## config.mk

```make
export PLATFORM = sky130hd
export DESIGN_NAME = aes_round_ctrl_flat
export DESIGN_NICKNAME = d
export VERILOG_FILES = /design/src/rtl/aes_pkg.sv /design/src/rtl/aes_round_ctrl_if.sv /design/src/rtl/aes_round_fsm.sv /design/src/rtl/aes_round_ctrl.sv /design/src/flat_wrapper.sv
export SDC_FILE = /design/constraint.sdc
export NUM_CORES = 1
export LEC_CHECK = 0
export CAP_MARGIN = 10
export CORE_AREA = 2 2 255 257
export DETAILED_ROUTE_END_ITERATION = 7
export DIE_AREA = 0 0 257 259
export HOLD_SLACK_MARGIN = 0.15
export PLACE_DENSITY = 0.49
export SETUP_SLACK_MARGIN = 0.2
export SLEW_MARGIN = 40
export SYNTH_ARGS = -nofsm -noshare
export SYNTH_HDL_FRONTEND = slang
export SYNTH_SLANG_ARGS = --single-unit
```

## constraint.sdc

```tcl
create_clock -name clk -period 5.12 [get_ports clk]
set_input_delay 1.536 -clock clk [delete_from_list [all_inputs] [get_ports clk]]
set_output_delay 1.536 -clock clk [all_outputs]
set_load 0.005 [all_outputs]
```

## src/rtl/aes_pkg.sv

```systemverilog
`default_nettype none
// ----------------------------------------------------------------------------
// aes_pkg : shared AES sequencer types (block type, FSM states, round count)
// Rev 1.0
// ----------------------------------------------------------------------------
package aes_pkg;

  localparam int AES_NR = 10;

  typedef logic [127:0] aes_block_t;

  typedef enum logic [1:0] {
    IDLE  = 2'd0,
    ROUND = 2'd1,
    DONE  = 2'd2
  } aes_state_e;

endpackage
`default_nettype wire

```

## src/rtl/aes_round_ctrl_if.sv

```systemverilog
`default_nettype none
// ----------------------------------------------------------------------------
// aes_round_ctrl_if : block-in, key-schedule, round-function and ciphertext bus
// Rev 1.0
// ----------------------------------------------------------------------------
interface aes_round_ctrl_if
  import aes_pkg::*;
#(
  parameter int KIDX_W = 4
);

  logic              in_valid;
  logic              in_ready;
  aes_block_t        in_data;
  logic              key_req;
  logic [KIDX_W-1:0] key_idx;
  logic              key_vld;
  aes_block_t        key_data;
  aes_block_t        rnd_state;
  logic              rnd_last;
  aes_block_t        rnd_res;
  logic              out_valid;
  logic              out_ready;
  aes_block_t        out_data;
  logic              busy;

  // master is the surrounding core, slave is the round controller
  modport master (
    output in_valid, in_data, key_vld, key_data, rnd_res, out_ready,
    input  in_ready, key_req, key_idx, rnd_state, rnd_last, out_valid, out_data, busy
  );

  modport slave (
    input  in_valid, in_data, key_vld, key_data, rnd_res, out_ready,
    output in_ready, key_req, key_idx, rnd_state, rnd_last, out_valid, out_data, busy
  );

endinterface
`default_nettype wire

```

## src/rtl/aes_round_fsm.sv

```systemverilog
`default_nettype none
// ----------------------------------------------------------------------------
// aes_round_fsm : IDLE/ROUND/DONE sequencer, round counter, handshake decode
// Rev 1.0
// ----------------------------------------------------------------------------
module aes_round_fsm
  import aes_pkg::*;
#(
  parameter int NR     = AES_NR,
  parameter int KIDX_W = 4
) (
  input  logic              clk,
  input  logic              rst,
  input  logic              i_in_valid,
  input  logic              i_key_vld,
  input  logic              i_out_ready,
  input  logic              i_abort,
  output logic              o_in_ready,
  output logic              o_key_req,
  output logic [KIDX_W-1:0] o_key_idx,
  output logic              o_rnd_last,
  output logic              o_out_valid,
  output logic              o_busy,
  output logic              o_load,
  output logic              o_add_key,
  output logic              o_first,
  output logic              o_clear
);

  localparam logic [KIDX_W-1:0] c_NR      = KIDX_W'(NR);
  localparam logic [KIDX_W-1:0] c_RND_ONE = KIDX_W'(1);

  aes_state_e        r_state;
  logic [KIDX_W-1:0] r_rnd;
  logic              r_key_req;
  logic              r_rnd_last;
  logic              r_out_valid;
  logic              r_busy;
  logic [KIDX_W-1:0] w_rnd_inc;

  assign w_rnd_inc   = r_rnd + c_RND_ONE;

  assign o_in_ready  = (r_state == IDLE);
  assign o_key_req   = r_key_req;
  assign o_key_idx   = r_rnd;
  assign o_rnd_last  = r_rnd_last;
  assign o_out_valid = r_out_valid;
  assign o_busy      = r_busy;

  // Datapath strobes; abort outranks key_vld so a dying block never updates
  assign o_load      = (r_state == IDLE) && i_in_valid;
  assign o_add_key   = (r_state == ROUND) && i_key_vld && !i_abort;
  assign o_first     = (r_rnd == '0);
  assign o_clear     = i_abort && (r_state != IDLE);

  always_ff @(posedge clk or posedge rst) begin
    if (rst) begin
      r_state     <= IDLE;
      r_rnd       <= '0;
      r_key_req   <= 1'b0;
      r_rnd_last  <= 1'b0;
      r_out_valid <= 1'b0;
      r_busy      <= 1'b0;
    end else begin
      case (r_state)
        IDLE: begin
          if (i_in_valid) begin
            r_state    <= ROUND;
            r_rnd      <= '0;
            r_key_req  <= 1'b1;
            r_rnd_last <= (c_NR == '0);
            r_busy     <= 1'b1;
          end
        end
        ROUND: begin
          if (i_abort) begin
            r_state    <= IDLE;
            r_rnd      <= '0;
            r_key_req  <= 1'b0;
            r_rnd_last <= 1'b0;
            r_busy     <= 1'b0;
          end else if (i_key_vld) begin
            if (r_rnd == c_NR) begin
              r_state     <= DONE;
              r_rnd       <= '0;
              r_key_req   <= 1'b0;
              r_rnd_last  <= 1'b0;
              r_out_valid <= 1'b1;
            end else begin
              r_rnd      <= w_rnd_inc;
              r_rnd_last <= (w_rnd_inc == c_NR);
            end
          end
        end
        DONE: begin
          if (i_abort || i_out_ready) begin
            r_state     <= IDLE;
            r_out_valid <= 1'b0;
            r_busy      <= 1'b0;
          end
        end
        default: begin
          r_state     <= IDLE;
          r_rnd       <= '0;
          r_key_req   <= 1'b0;
          r_rnd_last  <= 1'b0;
          r_out_valid <= 1'b0;
          r_busy      <= 1'b0;
        end
      endcase
    end
  end

endmodule
`default_nettype wire

```

## src/rtl/aes_round_ctrl.sv

```systemverilog
`default_nettype none
// ----------------------------------------------------------------------------
// aes_round_ctrl : iterative AES-128 sequencer; state register + AddRoundKey.
// Optional abort port when AES_ROUND_CTRL_ABORT_EN is defined.  Rev 1.0
// ----------------------------------------------------------------------------
module aes_round_ctrl
  import aes_pkg::*;
#(
  parameter int NR     = AES_NR,
  parameter int KIDX_W = 4
) (
  input  logic            clk,
  input  logic            rst,
`ifdef AES_ROUND_CTRL_ABORT_EN
  input  logic            abort,
`endif
  aes_round_ctrl_if.slave bus
);

  logic              w_abort;
  logic              w_in_ready;
  logic              w_key_req;
  logic [KIDX_W-1:0] w_key_idx;
  logic              w_rnd_last;
  logic              w_out_valid;
  logic              w_busy;
  logic              w_load;
  logic              w_add_key;
  logic              w_first;
  logic              w_clear;
  aes_block_t        w_blk_nxt;
  aes_block_t        r_blk;

`ifdef AES_ROUND_CTRL_ABORT_EN
  assign w_abort = abort;
`else
  assign w_abort = 1'b0;
`endif

  aes_round_fsm #(
    .NR     (NR),
    .KIDX_W (KIDX_W)
  ) u_fsm (
    .clk         (clk),
    .rst         (rst),
    .i_in_valid  (bus.in_valid),
    .i_key_vld   (bus.key_vld),
    .i_out_ready (bus.out_ready),
    .i_abort     (w_abort),
    .o_in_ready  (w_in_ready),
    .o_key_req   (w_key_req),
    .o_key_idx   (w_key_idx),
    .o_rnd_last  (w_rnd_last),
    .o_out_valid (w_out_valid),
    .o_busy      (w_busy),
    .o_load      (w_load),
    .o_add_key   (w_add_key),
    .o_first     (w_first),
    .o_clear     (w_clear)
  );

  // Round 0 is the bare initial AddRoundKey; later rounds whiten the round-function result
  always_comb begin
    w_blk_nxt = r_blk;
    if (w_clear) begin
      w_blk_nxt = '0;
    end else if (w_load) begin
      w_blk_nxt = bus.in_data;
    end else if (w_add_key) begin
      w_blk_nxt = (w_first ? r_blk : bus.rnd_res) ^ bus.key_data;
    end
  end

  always_ff @(posedge clk or posedge rst) begin
    if (rst) begin
      r_blk <= '0;
    end else begin
      r_blk <= w_blk_nxt;
    end
  end

  assign bus.in_ready  = w_in_ready;
  assign bus.key_req   = w_key_req;
  assign bus.key_idx   = w_key_idx;
  assign bus.rnd_state = r_blk;
  assign bus.rnd_last  = w_rnd_last;
  assign bus.out_valid = w_out_valid;
  assign bus.out_data  = r_blk;
  assign bus.busy      = w_busy;

endmodule
`default_nettype wire

```

## src/flat_wrapper.sv

```systemverilog
// flat-port wrapper written by rule: the top's interface ports become plain ports
module aes_round_ctrl_flat import aes_pkg::*;
#(
  parameter int NR     = AES_NR,
  parameter int KIDX_W = 4
)
  (clk, rst, bus_in_valid, bus_in_data, bus_key_vld, bus_key_data, bus_rnd_res, bus_out_ready, bus_in_ready, bus_key_req, bus_key_idx, bus_rnd_state, bus_rnd_last, bus_out_valid, bus_out_data, bus_busy);
  aes_round_ctrl_if #(.KIDX_W(KIDX_W)) bus_i ();
  input  logic clk;
  input  logic rst;
  input wire logic [$bits(bus_i.in_valid)-1:0] bus_in_valid;
  input wire logic [$bits(bus_i.in_data)-1:0] bus_in_data;
  input wire logic [$bits(bus_i.key_vld)-1:0] bus_key_vld;
  input wire logic [$bits(bus_i.key_data)-1:0] bus_key_data;
  input wire logic [$bits(bus_i.rnd_res)-1:0] bus_rnd_res;
  input wire logic [$bits(bus_i.out_ready)-1:0] bus_out_ready;
  output wire logic [$bits(bus_i.in_ready)-1:0] bus_in_ready;
  output wire logic [$bits(bus_i.key_req)-1:0] bus_key_req;
  output wire logic [$bits(bus_i.key_idx)-1:0] bus_key_idx;
  output wire logic [$bits(bus_i.rnd_state)-1:0] bus_rnd_state;
  output wire logic [$bits(bus_i.rnd_last)-1:0] bus_rnd_last;
  output wire logic [$bits(bus_i.out_valid)-1:0] bus_out_valid;
  output wire logic [$bits(bus_i.out_data)-1:0] bus_out_data;
  output wire logic [$bits(bus_i.busy)-1:0] bus_busy;
  assign bus_i.in_valid = bus_in_valid;
  assign bus_i.in_data = bus_in_data;
  assign bus_i.key_vld = bus_key_vld;
  assign bus_i.key_data = bus_key_data;
  assign bus_i.rnd_res = bus_rnd_res;
  assign bus_i.out_ready = bus_out_ready;
  assign bus_in_ready = bus_i.in_ready;
  assign bus_key_req = bus_i.key_req;
  assign bus_key_idx = bus_i.key_idx;
  assign bus_rnd_state = bus_i.rnd_state;
  assign bus_rnd_last = bus_i.rnd_last;
  assign bus_out_valid = bus_i.out_valid;
  assign bus_out_data = bus_i.out_data;
  assign bus_busy = bus_i.busy;
  aes_round_ctrl #(.NR(NR), .KIDX_W(KIDX_W)) u_core (.clk(clk), .rst(rst), .bus(bus_i));
endmodule
```

Word level (Yosys, flattened, before mapping). Index checks and enable logic that the tools add are counted. W data, S select, Z words.

$add $sub $neg: 1. Equal/unequal tests: 8. Mux-type cells: 25. Bitwise logic cells: 4. Reduce and logical (&&, ||, !) cells: 10.

Operators by type and width (count): $mux W128 (3); $xor A128 B128 Y128 (1); $mux W4 (3); $pmux W1 S3 (4); $pmux W4 S3 (1); $reduce_and A4 Y1 (3); $mux W1 (9); $eq A4 B4 Y1 const B (2); $mux W2 (4); $ne A2 B2 Y1 const B (3); $pmux W2 S3 (1); $reduce_and A3 Y1 (2); $add A4 B1 Y4 const B (1); $logic_not A4 Y1 (1); $not A1 Y1 (3); $eq A2 B1 Y1 const B (1); $eq A2 B2 Y1 const B (1); $logic_and A1 B1 Y1 (2); $logic_not A2 Y1 (1); $ne A2 B1 Y1 const B (1); $reduce_bool A2 Y1 (1).

Bits in registers: 138. Bits of input ports: 389. Output and inout bits: 265. Logic and storage cells: 55.

Logic depth before layout (Yosys ltp). Gate-level depths: netlist of run 1.

Word-level depth: 5. Depth in mapped cells: 8. Gate-level depth less buffers: 6.

Hierarchy. From an unflattened synthesis of run 1, not the netlist that was laid out.

Cells, all modules: 1470. Area, all modules: 11598.6 µm².

By module, submodules not included: aes_round_ctrl (times used 1, cells an instance 1400, area an instance 10924.2 µm²); aes_round_fsm (times used 1, cells an instance 70, area an instance 674.4 µm²).

Worst setup path after synthesis of run 1. No wires, ideal clock.

Path type: input-to-reg. From: in bus_in_valid. To: reg u_core.r_blk[10] (netlist: u_core.bus.out_data[10]). Setup time: 0.069 ns. Arrival time: 2.672 ns. Required time: 5.051 ns. Path slack: 2.379 ns. Cell stages on the path: 6. Cell sequence: nor3b_1 > buf_4 > buf_2 > buf_2 > a22oi_1 > nand3_1.

Cells in the longest elaborated chain, start to end: 2. Elaborated cells between the ends (all ways): 3.

Ends and longest elaborated chain: start: declaration (RTL line flat_wrapper.sv:11) `input wire logic [$bits(bus_i.in_valid)-1:0] bus_in_valid;`; $logic_and A1 B1 Y1 (*) (RTL line aes_round_fsm.sv:51) `assign o_load = (r_state == IDLE) && i_in_valid;`; $mux W128 / $reduce_bool A2 Y1 (equally long branches); end signal: assignment (RTL line aes_round_ctrl.sv:78) `r_blk <= w_blk_nxt;`; end: declaration (RTL line aes_round_ctrl.sv:32) `aes_block_t r_blk;`.

Mark *: on every way between the ends. The rest lies on a longest branch, timed or not. A chain may end at the register's enable or synchronous reset.

Worst setup path after layout of run 1.
From: in bus_in_valid. To: reg u_core.r_blk[113] (netlist: u_core.bus.out_data[113]).

The elaborated chain is that of the path after synthesis.

==> results of run 1 <==
[placed cells by master, fill, tap and decap left out, types with 2 or more instances in the layout]
cell / n
sky130_fd_sc_hd__clkbuf_16: 17
sky130_fd_sc_hd__buf_12: 13
sky130_fd_sc_hd__buf_4: 20
sky130_fd_sc_hd__clkinv_2: 4
sky130_fd_sc_hd__inv_1: 4
sky130_fd_sc_hd__clkdlybuf4s50_1: 653
sky130_fd_sc_hd__nor2_1: 7
sky130_fd_sc_hd__a22oi_1: 128
sky130_fd_sc_hd__clkbuf_8: 3
sky130_fd_sc_hd__or4_1: 128
sky130_fd_sc_hd__buf_16: 2
sky130_fd_sc_hd__nand3_1: 130
sky130_fd_sc_hd__dfrtp_1: 138
sky130_fd_sc_hd__clkinvlp_4: 3
sky130_fd_sc_hd__clkbuf_1: 4
sky130_fd_sc_hd__nor3_1: 3
sky130_fd_sc_hd__nand2_1: 5
sky130_fd_sc_hd__mux2i_1: 128
sky130_fd_sc_hd__ha_1: 4
sky130_fd_sc_hd__o21ai_0: 7
sky130_fd_sc_hd__nand4_1: 128
sky130_fd_sc_hd__mux2_2: 2
sky130_fd_sc_hd__nand2b_1: 3
[metrics by stage]
step,std cells,total power [µW]
floorplan,1056,4930
global placement,2369,7290
detailed placement,2373,7380
CTS,2404,8670
global route,2406,9110
finish,2406,8530
[cell families after synthesis]
kind of cell,Yosys count,synth area share (%)
compound gates,141,10.4
flops,138,34.7
buf+inv,232,15.6
fa+ha+maj,4,0.503
xor+xnor,1,0.0880
mux,130,13.1
simple gates,410,25.6
[cell type report]
| class | count | area [µm²] | share of cell area, % |
|---|---|---|---|
| diodes | 1 | 2.50 | 0.0147 |
| clock buffers | 24 | 482 | 2.82 |
| clock inverters | 7 | 43.8 | 0.256 |
| inverters | 5 | 22.5 | 0.132 |
| multi-input cells | 686 | 4970 | 29.1 |
| flip-flops and latches | 138 | 3450 | 20.2 |
| well taps | 855 | 1070 | 6.27 |
| repair buffers | 690 | 7030 | 41.2 |
[sequential cells by signal, summed over array words and instances (netlist names)]
| signal | count |
|---|---|
| u_core.u_fsm.r_state | 2 |
| u_core.u_fsm.o_rnd_last | 1 |
| u_core.u_fsm.o_key_req | 1 |
| u_core.bus.out_data | 128 |
| u_core.u_fsm.o_busy | 1 |
| u_core.u_fsm.o_key_idx | 4 |
| u_core.u_fsm.o_out_valid | 1 |
[report_power, final]
part / switching (µW) / internal (µW)
sequential: 730 / 1620
combinational: 2010 / 2970
clock: 551 / 651
total: 3290 / 5240
[worst paths after layout]
check	slack [ns]	endpoint	start	cells after the start
worst max-delay path	1.81	u_core.bus.out_data[113]	bus_in_valid	7
worst min-delay path	0.51	u_core.u_fsm.o_busy	u_core.u_fsm.o_busy	1
worst max register to register	2.59	u_core.bus.out_data[113]	u_core.u_fsm.o_key_idx[0]	7
worst min register to register	0.51	u_core.u_fsm.o_busy	u_core.u_fsm.o_busy	1
max in group asynchronous	3.02	u_core.u_fsm.r_state[0]	rst	4
min in group asynchronous	1.36	u_core.bus.out_data[86]	rst	2
[metal layers]
metal | wire length (µm) | share of wire (%) | track usage, %
met1 | 19200 | 40 | 16.1
met2 | 24200 | 50 | 24.2
met3 | 3220 | 6.7 | 4.07
met4 | 1270 | 2.6 | 5.01
met5 | 27 | 0.056 | 0
[critical path: stages]
cell and delay, ns:
sky130_fd_sc_hd__clkdlybuf4s50_1 0.50, sky130_fd_sc_hd__nand2b_1 0.17, sky130_fd_sc_hd__a21o_4 0.39, sky130_fd_sc_hd__buf_12 0.23
sky130_fd_sc_hd__buf_4 0.20, sky130_fd_sc_hd__or4_1 0.52, sky130_fd_sc_hd__nand3_1 0.10
==> out/summary.log, run 1 <==
INFO  die            initial_utilization=15.6%
INFO  clock_tree     htree_num_levels=4
INFO  worst_hold_path hold_path.class=flip-flop to flip-flop
INFO  synth          postSynthNetCount=1449
INFO  synth          postSynthAreaPerCell=9.43µm²
INFO  setup_path     crit_path_max_fanout=44
INFO  power          ir_drop=0.000200V
INFO  clock_tree     cts_buffer_depth=2
INFO  global_routing overflow=0
INFO  place          postPlaceCellArea=16500µm²
INFO  synth          yosys_warnings=0
INFO  final_layout   finalCoreUtilization=26.7%
INFO  route          vias=10866
INFO  clock_tree     clock_insertion_delay_worst_skew=0.48ns
INFO  power          leak=0.00640µW
INFO  clock_tree     clockRootBuffer=sky130_fd_sc_hd__clkbuf_16
INFO  global_routing grt_pass1_wl=70700µm
INFO  timing         layout_min_cycle_time=3.31ns
INFO  power          power.density_cell_area=500nW/µm²
INFO  setup_path     setup.worst_path.start_class=input pin
INFO  synth          yosys-top-cells-count=138 x sky130_fd_sc_hd__dfrtp_1, 133 x sky130_fd_sc_hd__buf_4, 130 x sky130_fd_sc_hd__nand3_1
INFO  timing         final_slew_viol_count=0
INFO  place          pre_cts_ws=1.35ns
INFO  setup_path     worst_ep_arrival_time=3.71ns
INFO  synth          synthCells=1056
INFO  final_layout   layout.cell_area.non_filler=17100µm²
INFO  synth          synth_seq_area_share=34.7%
INFO  place          dpl.hpwl=35400µm
INFO  global_routing global_route.usage.total=13.9%
INFO  die            std_cell_rows=93
INFO  die            die_area=66600µm²
INFO  timing         timing.slew.headroom=46.8%
INFO  timing         fin_setup_tns=0ns
INFO  timing         finalWorstSetupSlack=1.81ns
INFO  clock_tree     cts_resized=0
INFO  synth          synth_edf_count=0
INFO  timing         fin_skew=0.0183ns
INFO  die            design.core.area=63900µm²
INFO  route          viasPerCell=4.52
INFO  synth          synth_ff_type=sky130_fd_sc_hd__dfrtp_1
INFO  route          post-route-drc-count=0
INFO  synth          yosysMostFrequentCell=sky130_fd_sc_hd__dfrtp_1
INFO  global_routing antenna_violations_before_repair=3
INFO  clock_tree     numCtsBuffers=17
INFO  global_routing grt_max_degree=138
INFO  setup_path     worst-setup-path-type=input pin to flip-flop
INFO  global_routing grt_pass1_vias=10977
INFO  synth          netlist_top_cells_area=sky130_fd_sc_hd__dfrtp_1 35%, sky130_fd_sc_hd__mux2i_1 13%, sky130_fd_sc_hd__buf_4 10%
INFO  synth          yosysUniqueCellTypes=33
INFO  route          drt-pass1-iter-count=5
INFO  timing         final_min_period_over_clock_period=64.6%
INFO  timing         setup_repair_after_global_routing_missed_its_margin=no
INFO  clock_tree     cts_num_sinks=138
INFO  setup_path     setup.worst_path.end_class=flip-flop
INFO  final_layout   drive_above_1_share=4.65%
INFO  synth          synth_area_leader_cell=sky130_fd_sc_hd__dfrtp_1
INFO  synth          synth_area=9960µm²
INFO  timing         number_of_setup_violations_in_the_final_report=0
INFO  timing         timing_worst_slew_pin_value=0.799ns
INFO  die            dieWidth=257µm
INFO  final_layout   syn2layout_area_growth=71.5%
INFO  die            die_height=259µm
INFO  clock_tree     cts_setup_buffers=0
INFO  final_layout   nFillCells=6704
INFO  outcome        outcome=finished, final reports clean
INFO  route          drt_iter0_markers=607
INFO  timing         finalHoldWorstSlack=0.510ns
INFO  timing         fmax=302MHz
INFO  die            floorplan.io_pins=654
INFO  clock_tree     clk_pin_slew_worst_paths=0.06ns
INFO  synth          number_of_storage_elements_in_the_synthesis_netlist=138
INFO  flow_run       max_cap_viol_count=0
INFO  route          route.final.wire_length=47900µm
INFO  setup_path     cp_data_required_time=5.53ns
INFO  place          gpl.final_weighted_congestion=0.858
INFO  clock_tree     cts_tree=built
INFO  synth          synth_largest_type_area_fraction=34.7%
INFO  route          postRouteAntennaNets=0
INFO  route          drt-wirelength-per-cell=19.9µm
INFO  final_layout   finish.net_count=1931
INFO  place          placement.io_buffers=653
INFO  clock_tree     cts_hold_buffers=0
INFO  timing         hold_viol_final=0
INFO  synth          share_of_synthesized_registers_carrying_an_async_set_or_reset=100%
Power figures use the tool's default switching activity.
==> inputs of run 2 (changes only) <==
- clock period: 5.12 -> 2.9 ns (I/O delays scaled with it)
==> out/summary.log, run 2 (same netlist as run 1, synthesis figures left out) <==
INFO  outcome        outcome=finished, final reports clean [unchanged]
INFO  place          pre_cts_ws=0.178ns [was 1.35 ns]
INFO  route          drt_iter0_markers=716 [was 607]
INFO  clock_tree     clk_pin_slew_worst_paths=0.07ns [was 0.06 ns]
INFO  final_layout   largest_reg_flops=128 [unchanged]
INFO  clock_tree     clock_insertion_delay_worst_skew=0.47ns [was 0.48 ns]
INFO  global_routing grt_pass1_vias=11219 [was 10977]
INFO  timing         fin_setup_tns=0ns [unchanged]
INFO  die            design.core.area=63900µm² [unchanged]
INFO  route          drt-pass1-iter-count=5 [unchanged]
INFO  final_layout   finish.net_count=1942 [was 1931]
INFO  power          fin_total_pwr=15300µW [was 8530 µW]
INFO  clock_tree     cts_setup_buffers=0 [unchanged]
INFO  timing         setup_repair_after_global_routing_missed_its_margin=no [unchanged]
INFO  clock_tree     cts_hold_buffers=0 [unchanged]
INFO  die            std_cell_rows=93 [unchanged]
INFO  global_routing antenna_violations_before_repair=1 [was 3]
INFO  die            initial_utilization=15.6% [unchanged]
INFO  route          met2WireLength=24700µm [was 24200 µm]
INFO  power          power.density_cell_area=888nW/µm² [was 500 nW/µm²]
INFO  setup_path     critical_path_buf_inv_count=1 [was 3]
INFO  setup_path     setup.worst_path.start_class=flip-flop [was input pin]
INFO  setup_path     worst_ep_arrival_time=1.71ns [was 3.71 ns]
INFO  setup_path     critical-path-top-delay-family=buffers and inverters [unchanged]
INFO  route          drt-wirelength-per-cell=19.9µm [about the same]
INFO  flow_run       max_cap_viol_count=0 [unchanged]
INFO  timing         fin_skew=0.0126ns [was 0.0183 ns]
INFO  setup_path     setup.worst_path.end_class=output pin [was flip-flop]
INFO  clock_tree     numCtsBuffers=17 [unchanged]
INFO  final_layout   syn2layout_area_growth=72.8% [was 71.5%]
INFO  setup_path     worst-setup-path-type=flip-flop to output pin [was input pin to flip-flop]
INFO  timing         finalWorstSetupSlack=0.324ns [was 1.81 ns]
INFO  clock_tree     clockRootBuffer=sky130_fd_sc_hd__clkbuf_16 [unchanged]
INFO  global_routing overflow=0 [unchanged]
INFO  clock_tree     cts_resized=0 [unchanged]
INFO  setup_path     worst_path_largest_cell_delay=0.77ns [was 0.52 ns]
INFO  setup_path     cp_data_required_time=2.03ns [was 5.53 ns]
INFO  setup_path     cp_cell_sequence=clkdlybuf4s50_1 [was clkdlybuf4s50_1, nand2b_1, a21o_4, buf_12, buf_4, or4_1, nand3_1]
INFO  power          ir_drop=0.000454V [was 0.000200 V]
INFO  clock_tree     cts_tree=built [unchanged]
INFO  route          topRoutingLayerUsed=met4 [was met5]
INFO  clock_tree     cts_num_sinks=138 [unchanged]
INFO  timing         final_slew_viol_count=0 [unchanged]
INFO  worst_hold_path min_delay_path_depth=1 [unchanged]
INFO  global_routing grt_pass1_wl=71400µm [was 70700 µm]
INFO  die            floorplan.io_pins=654 [unchanged]
INFO  timing         number_of_setup_violations_in_the_final_report=0 [unchanged]
INFO  die            dieWidth=257µm [unchanged]
INFO  clock_tree     cts_buffer_depth=2 [unchanged]
INFO  route          viasPerCell=4.57 [was 4.52]
INFO  setup_path     reg2regPathDepth=8 [was 7]
INFO  setup_path     timing.critical_path.slowest_stage_cell=sky130_fd_sc_hd__clkdlybuf4s50_1 [was sky130_fd_sc_hd__or4_1]
INFO  final_layout   finalCoreUtilization=26.9% [was 26.7%]
INFO  power          leak=0.00648µW [was 0.00640 µW]
INFO  route          post-route-drc-count=0 [unchanged]
INFO  setup_path     crit_path_max_fanout=4 [was 44]
INFO  place          gpl.final_weighted_congestion=0.875 [was 0.858]
INFO  worst_hold_path hold_path.class=flip-flop to flip-flop [unchanged]
INFO  timing         timing_worst_slew_pin_value=0.716ns [was 0.799 ns]
INFO  final_layout   most-common-layout-cells=653 x sky130_fd_sc_hd__clkdlybuf4s50_1, 138 x sky130_fd_sc_hd__dfrtp_1, 130 x sky130_fd_sc_hd__nand3_1 [unchanged]
INFO  global_routing global_route.usage.total=14.0% [was 13.9%]
INFO  route          routedLengthMet1=19000µm [was 19200 µm]
INFO  place          placement.io_buffers=653 [unchanged]
INFO  final_layout   mostFrequentLayoutCell=sky130_fd_sc_hd__clkdlybuf4s50_1 [unchanged]
INFO  route          met3_wirelength=3300µm [was 3220 µm]
INFO  route          postRouteAntennaNets=0 [unchanged]
INFO  clock_tree     htree_num_levels=4 [unchanged]
INFO  route          route.final.wire_length=48200µm [was 47900 µm]
INFO  timing         final_min_period_over_clock_period=88.8%
INFO  timing         layout_min_cycle_time=2.58ns
INFO  timing         fmax=388MHz
INFO  global_routing grt_max_degree=91 [was 138]
INFO  timing         hold_viol_final=0 [unchanged]
INFO  route          vias=11043 [was 10866]
INFO  timing         timing.slew.headroom=52.3% [was 46.8%]
INFO  setup_path     critical_path_cell_count=1 [was 7]
INFO  final_layout   drive_above_1_share=5.57% [was 4.65%]
INFO  die            die_area=66600µm² [unchanged]
INFO  die            die_height=259µm [unchanged]
INFO  place          dpl.hpwl=36000µm [was 35400 µm]
==> run 2: cell count changes in the layout (fill, tap and decap cells not counted), moves of 2 or more <==
cell                         before  now
sky130_fd_sc_hd__clkbuf_1         4    0
sky130_fd_sc_hd__buf_16           2    0
sky130_fd_sc_hd__clkinvlp_4       3    5
sky130_fd_sc_hd__clkinv_2         4    6
sky130_fd_sc_hd__clkbuf_8         3    1
sky130_fd_sc_hd__bufinv_16        0    2
sky130_fd_sc_hd__buf_4           20   30
sky130_fd_sc_hd__buf_12          13   18
==> run 2: power by group <==
group / leakage (µW) / internal [µW] / total [µW] / switching (µW)
clock network: 0.000273 / 1270 / 2260 / 990
logic: 0.00452 / 5290 / 8880 / 3590
registers: 0.00169 / 2860 / 4140 / 1280
==> run 2: area by class of cell <==
type,count,area [µm²]
antenna,1,2.50
clock buffer,18,439
clock inverter,13,129
fill,6651,46700
inverter,5,22.5
multi-input combinational,686,4970
sequential,138,3450
tap,855,1070
timing repair buffer,701,7120
==> run 2: routing by layer <==
layer  GRT usage, %  up-vias
li1               -     5031
met2           24.3      517
met4           4.72        0
met1           16.5     5443
met5              0        -
met3           4.04       52
==> run 2: through the flow <==
stage / instance area (µm²) / hold WS (ns) / cells
finish: 17200 / 0.513 / 2417
global route: 17200 / 0.543 / 2417
CTS: 17200 / 0.517 / 2416
detailed placement: 16600 / 0.499 / 2385
global placement: 16600 / 0.497 / 2385
floorplan: 9960 / 0.495 / 1056
==> run 2: worst paths after layout <==
| path | slack (ns) | startpoint | to |
|---|---|---|---|
| setup / recovery | 0.32 | u_core.bus.out_data[97] | bus_rnd_state[97] |
| hold / removal | 0.51 | u_core.u_fsm.o_busy | u_core.u_fsm.o_busy |
| setup reg to reg | 0.64 | u_core.u_fsm.o_key_idx[0] | u_core.bus.out_data[49] |
| hold reg to reg | 0.51 | u_core.u_fsm.o_busy | u_core.u_fsm.o_busy |
| max in group asynchronous | 1.38 | rst | u_core.bus.out_data[12] |
| min in group asynchronous | 0.80 | rst | u_core.bus.out_data[82] |
==> inputs of run 3 (changes only) <==
- GPL_ROUTABILITY_DRIVEN: unset -> 1
==> results of run 3 <==
Final layout, timing and power as in run 2 (identical DEF).
